### config.mk
export PLATFORM = sky130hd
export DESIGN_NAME = mxu_operand_loader
export DESIGN_NICKNAME = d
export VERILOG_FILES = /design/src/rtl/mxu_operand_loader_pkg.sv /design/src/rtl/mxu_operand_loader.sv
export SDC_FILE = /design/constraint.sdc
export NUM_CORES = 1
export LEC_CHECK = 0
export BUFFER_PORTS_ARGS = -buffer_cell sky130_fd_sc_hd__buf_2
export CAP_MARGIN = 15
export CORE_ASPECT_RATIO = 1.2
export CORE_MARGIN = 2
export CORE_UTILIZATION = 40
export DETAILED_ROUTE_END_ITERATION = 10
export PLACE_DENSITY = 0.65
export SYNTH_ARGS = -nofsm -noshare
export SYNTH_HDL_FRONTEND = slang
export SYNTH_SLANG_ARGS = --single-unit
### constraint.sdc
create_clock -name clk -period 3.4 [get_ports clk]
set_clock_uncertainty 0.2 [all_clocks]
set_input_delay 0.68 -clock clk [delete_from_list [all_inputs] [get_ports clk]]
set_output_delay 0.68 -clock clk [all_outputs]
set_load 0.02 [all_outputs]
### src/rtl/mxu_operand_loader_pkg.sv
//------------------------------------------------------------------------------
// mxu_operand_loader_pkg : shared types for the MXU operand loader
// Revision: 1.0
//------------------------------------------------------------------------------
`default_nettype none

package mxu_operand_loader_pkg;

    localparam int MXU_DIM      = 4;
    localparam int MXU_BITWIDTH = 8;

    typedef logic [MXU_DIM-1:0][MXU_DIM-1:0][MXU_BITWIDTH-1:0] matrix_t;

    // Bit 1 = fill set holds a complete pair, bit 0 = multiplier is computing
    typedef enum logic [1:0] {
        ST_IDLE    = 2'b00,
        ST_COMPUTE = 2'b01,
        ST_READY   = 2'b10,
        ST_STALL   = 2'b11
    } ld_state_e;

    function automatic logic st_fill_full(input ld_state_e s);
        return s[1];
    endfunction

    function automatic logic st_in_flight(input ld_state_e s);
        return s[0];
    endfunction

endpackage

`default_nettype wire

### src/rtl/mxu_operand_loader.sv
//------------------------------------------------------------------------------
// mxu_operand_loader : assembles A/B operand matrices from a serial stream and
//                      launches them into the matrix multiplier (double buffered)
// Revision: 1.0
//------------------------------------------------------------------------------
`default_nettype none

module mxu_operand_loader
    import mxu_operand_loader_pkg::*;
#(
    parameter int DIM   = 4,
    parameter int WIDTH = 8
) (
    input  logic                       clk,
    input  logic                       reset_n,
    input  logic                       s_valid,
    output logic                       s_ready,
    input  logic [WIDTH-1:0]           s_data,
    input  logic                       s_last,
    output logic [DIM*DIM*WIDTH-1:0]   in0,
    output logic [DIM*DIM*WIDTH-1:0]   in1,
    output logic                       in_valid,
    input  logic                       mxu_finished,
    output logic                       busy,
    output logic [15:0]                launch_count,
    output logic                       err_framing,
    output logic                       err_spurious
);

    localparam int c_NUM    = DIM * DIM;
    localparam int c_TOTAL  = 2 * c_NUM;
    localparam int c_CNT_W  = $clog2(c_TOTAL);
    localparam int c_ELEM_W = (c_NUM > 1) ? $clog2(c_NUM) : 1;
    localparam int c_MAT_W  = c_NUM * WIDTH;

    localparam logic [c_CNT_W-1:0] c_LAST_IDX = c_CNT_W'(c_TOTAL - 1);
    localparam logic [c_CNT_W-1:0] c_B_BASE   = c_CNT_W'(c_NUM);

    ld_state_e              r_state;
    ld_state_e              w_state_nxt;
    logic [c_CNT_W-1:0]     r_fill_cnt;
    logic [c_MAT_W-1:0]     r_fill_a;
    logic [c_MAT_W-1:0]     r_fill_b;
    logic [c_MAT_W-1:0]     r_in0;
    logic [c_MAT_W-1:0]     r_in1;
    logic                   r_in_valid;
    logic [15:0]            r_launch_count;
    logic                   r_err_framing;
    logic                   r_err_spurious;

    logic                   w_fill_full;
    logic                   w_in_flight;
    logic                   w_accept;
    logic                   w_at_last;
    logic                   w_is_b;
    logic                   w_launch;
    logic [c_ELEM_W-1:0]    w_elem;

    assign w_fill_full = st_fill_full(r_state);
    assign w_in_flight = st_in_flight(r_state);
    assign s_ready     = reset_n && !w_fill_full;
    assign w_accept    = s_valid && s_ready;
    assign w_at_last   = (r_fill_cnt == c_LAST_IDX);
    assign w_is_b      = (r_fill_cnt >= c_B_BASE);
    // Row-major flat index equals the in-matrix element number, so no divide is needed
    assign w_elem      = c_ELEM_W'(w_is_b ? (r_fill_cnt - c_B_BASE) : r_fill_cnt);
    assign w_launch    = w_fill_full && (!w_in_flight || mxu_finished);

    always_ff @(posedge clk or negedge reset_n) begin
        if (!reset_n) begin
            r_state <= ST_IDLE;
        end else begin
            r_state <= w_state_nxt;
        end
    end

    always_comb begin
        w_state_nxt = r_state;
        if (w_launch) begin
            w_state_nxt = ST_COMPUTE;
        end else begin
            case (r_state)
                ST_IDLE: begin
                    if (w_accept && w_at_last) w_state_nxt = ST_READY;
                end
                ST_COMPUTE: begin
                    if (w_accept && w_at_last) begin
                        w_state_nxt = mxu_finished ? ST_READY : ST_STALL;
                    end else if (mxu_finished) begin
                        w_state_nxt = ST_IDLE;
                    end
                end
                ST_READY:  w_state_nxt = ST_READY;
                ST_STALL:  w_state_nxt = ST_STALL;
                default:   w_state_nxt = ST_IDLE;
            endcase
        end
    end

    always_ff @(posedge clk or negedge reset_n) begin
        if (!reset_n) begin
            r_fill_cnt     <= '0;
            r_fill_a       <= '0;
            r_fill_b       <= '0;
            r_in0          <= '0;
            r_in1          <= '0;
            r_in_valid     <= 1'b0;
            r_launch_count <= 16'd0;
            r_err_framing  <= 1'b0;
            r_err_spurious <= 1'b0;
        end else begin
            r_in_valid <= w_launch;
            if (w_accept) begin
                if (w_is_b) begin
                    r_fill_b[w_elem*WIDTH +: WIDTH] <= s_data;
                end else begin
                    r_fill_a[w_elem*WIDTH +: WIDTH] <= s_data;
                end
                r_fill_cnt <= w_at_last ? '0 : r_fill_cnt + 1'b1;
                // Framing errors are only flagged; storage keeps following the counter
                if (s_last != w_at_last) begin
                    r_err_framing <= 1'b1;
                end
            end
            if (w_launch) begin
                r_in0          <= r_fill_a;
                r_in1          <= r_fill_b;
                r_launch_count <= r_launch_count + 16'd1;
            end
            if (mxu_finished && !w_in_flight) begin
                r_err_spurious <= 1'b1;
            end
        end
    end

    assign in0          = r_in0;
    assign in1          = r_in1;
    assign in_valid     = r_in_valid;
    assign launch_count = r_launch_count;
    assign err_framing  = r_err_framing;
    assign err_spurious = r_err_spurious;
    assign busy         = (r_fill_cnt != '0) || w_fill_full || w_in_flight;

endmodule

`default_nettype wire
==> impl_results.md <==
- Status: finished clean
- RSZ-0062 raised after global routing: false
- Synth area leader: dfrtp_1
- Maximum Capacitance Violations: 0
- WL final: 56.11 mm
- Fin. Hold Viols: 0
- Clock power share: 41.2%
- Syn_nets: 1914
- Via count: 14433
- Pin count of the biggest net entering global routing: 199
- Worst vdd ir: 0.3737 mV
- Fill count: 4914
- Worst slew margin: 32.59%
- CTS root buffer: clkbuf_16
- Top sig layer: met4
- Met3 WL: 2.567 mm
- Crit path max fanout: 14
- Worst EP arrival: 3.61 ns
- Sw Pwr: 4.032 mW
- Top cells by area, synth: dfrtp_1, nand2_1, mux2_2, clkbuf_1, and2_1
- Kind of critical path: reg -> reg
- WL met2: 27.89 mm
- FF+latch count, synth: 538
- Final worst path period share: 98.03%
- Hpwl dp: 38.28 mm
- Combinational Power Share: 12.0%
- Count of pins over their slew limit: 0
- Post-DP Area: 23260 µm²
- # DRC: 0
- Routed WL per cell: 19.19 µm
- Netlist cell types: 50
- # port buffers: 289
- Clock slew at reported path FFs: 0.06 ns
- Most instantiated cells after synthesis: nand2_1, dfrtp_1, mux2_2
- Vias in the first global route: 14968
- Leakage: 14.20 nW
- Max Clk Rate: 300.0 MHz
- I/O pin count: 290
- Top-area cell type share of the netlist area: 64.03%
- Via density: 4.936
- Die W: 213.3 µm
- Avg Inst Size Synth: 11.09 µm²
- PwrDens: 597.6 nW/µm²
- Total negative slack: 0 ns
- Post-synth EDFFs: 0
- Initial antenna violation count: 3
- Clock buffers created by TritonCTS: 53
- Antenna Nets Post-Route: 0
- Area of the core: 52260 µm²
- Count leader, synth: nand2_1
- Crit path time final: 3.333 ns
- Post-synth design cell area: 21030 µm²
- Worst Path Required: 3.68 ns
- CTS H-tree lvls: 2
- CTS max path bufs: 3
- GR Util All Layers: 20.82%
- First-pass DRT Iterations: 5
- Worst-Skew Late Latency: 0.60 ns
- Synth Instances: 1896
- First-pass GRT wire length: 86.64 mm
- Slew @ Worst Pin: 1.004 ns
- DIE AREA: 54420 µm²
- Fin nets: 2193
- Chip Height: 255.2 µm
- Finished Cell Area: 25120 µm²
- Switching share of power: 26.85%
- Internal power: 10.98 mW
- Share of layout cells above drive strength 1: 29.89%
- Area delta synth->final: 19.50%
- Sequential fraction of the synthesis area: 64.03%
- Yosys warns: 0
- Setup crit start kind: register
- Iteration-0 DRC Markers: 1044
- Ys async rst share: 100.0%
- Clock tree sinks: 538
- Final setup vio count: 0
- Setup crit end kind: register
- Pwr Total: 15.01 mW
- CTS tree: done
- Rows: 92
- Starting Density: 40.23%
- R2R Setup Slk: 0.07 ns
- Top_reg_cell synth: dfrtp_1
- Overflow after GRT: 0
- Seq pwr share: 46.8%
- Wire length on met1: 24.26 mm
- HP Class: in -> reg
- RePlAce Congestion: 0.8814
- Post-CTS Setup Inserts: 0
[power by group through the flow]
stage	clock network, mW	logic, mW	registers, mW
2_1_floorplan	0	1.15	7.09
3_3_place_gp	0	1.76	7.12
3_5_place_dp	0	1.81	7.14
4_1_cts	6.34	1.82	7.03
5_1_grt	6.59	1.97	7.08
6_report	6.19	1.80	7.03
[layout by cell type, fill, tap and decap left out, drive strengths merged, types with 3 or more instances in the layout]
master / instances
nor3b: 10
nor2: 23
and3: 19
nand3: 16
clkinvlp: 5
o21ai: 40
ha: 5
nand2b: 5
nor3: 11
or2: 4
bufinv: 6
clkinv: 11
clkbuf: 73
xor2: 6
nand2: 794
or4: 4
nand4: 7
inv: 10
xnor2: 11
buf: 311
dfrtp: 538
and2: 40
mux2: 242
or3: 4
nor2b: 3
[worst paths after layout]
| path | from | to | cells past startpoint |
|---|---|---|---|
| min in group asynchronous | reset_n | r_fill_cnt[0]$_DFFE_PN0N_ | 2 |
| max in group asynchronous | reset_n | r_fill_a[4]$_DFFE_PN0P_ | 4 |
| worst max register to register | r_fill_cnt[2]$_DFFE_PN0N_ | r_fill_a[83]$_DFFE_PN0P_ | 5 |
| worst min-delay path | mxu_finished | err_spurious$_DFFE_PN0P_ | 2 |
| worst max-delay path | r_fill_cnt[2]$_DFFE_PN0N_ | r_fill_a[83]$_DFFE_PN0P_ | 5 |
| worst min register to register | r_fill_b[1]$_DFFE_PN0P_ | in1[1]$_DFFE_PN0P_ | 2 |
[through the flow]
step                      utilization (%)  hold WS (ns)  std cells  setup slack [ns]
final                               48.08        0.1340       2924           0.06682
after global routing                48.07        0.1110       2923           0.04066
after CTS                           48.07        0.1055       2923            0.1861
after detailed placement            44.51        0.2512       2824            0.2101
after global placement              44.51        0.2378       2824            0.2629
after floorplan                         -        0.1844       1896            0.7472
[registers in the layout, summed over array words and instances (netlist names)]
signal        cells
err_framing       1
err_spurious      1
in0             128
in1             128
in_valid          1
launch_count     16
r_fill_a        128
r_fill_b        128
r_fill_cnt        5
r_state           2
[area by class of cell]
type / count / area, µm² / share of cell area [%]
repair buffers: 312 / 1707 / 6.793
inverters: 7 / 33.78 / 0.1345
diodes: 1 / 2.502 / 0.009960
clock buffers: 73 / 1544 / 6.145
well taps: 705 / 882.1 / 3.511
multi-input cells: 1263 / 7183 / 28.59
clock inverters: 25 / 309.0 / 1.230
flip-flops and latches: 538 / 13460 / 53.59
[critical path, stage by stage, from the launching register on]
cell	delay, ns
dfrtp_1	0.52
nor3_1	0.35
ha_1	0.40
nor3_1	0.73
nand3_1	0.56
mux2_2	0.44
[kinds of logic after synthesis]
group / Yosys count / share of synthesized area, %
compound gates: 49 / 1.327
xor+xnor: 17 / 0.7082
fa+ha+maj: 5 / 0.2975
buf+inv: 95 / 1.839
flops: 538 / 64.03
mux: 242 / 12.96
simple gates: 950 / 18.83
[routing by layer]
layer / vias to the layer above / track usage, %
met5: - / 0
met4: 0 / 6.270
li1: 6675 / -
met2: 367 / 35.35
met1: 7309 / 27.57
met3: 82 / 3.202
[timing repair]
action                                 4_1_cts  5_1_grt
hold buffers                                 1        0
resized for setup                            0        0
endpoints found under the hold margin        1        0
No activity file was read; power rests on OpenSTA's default activity.
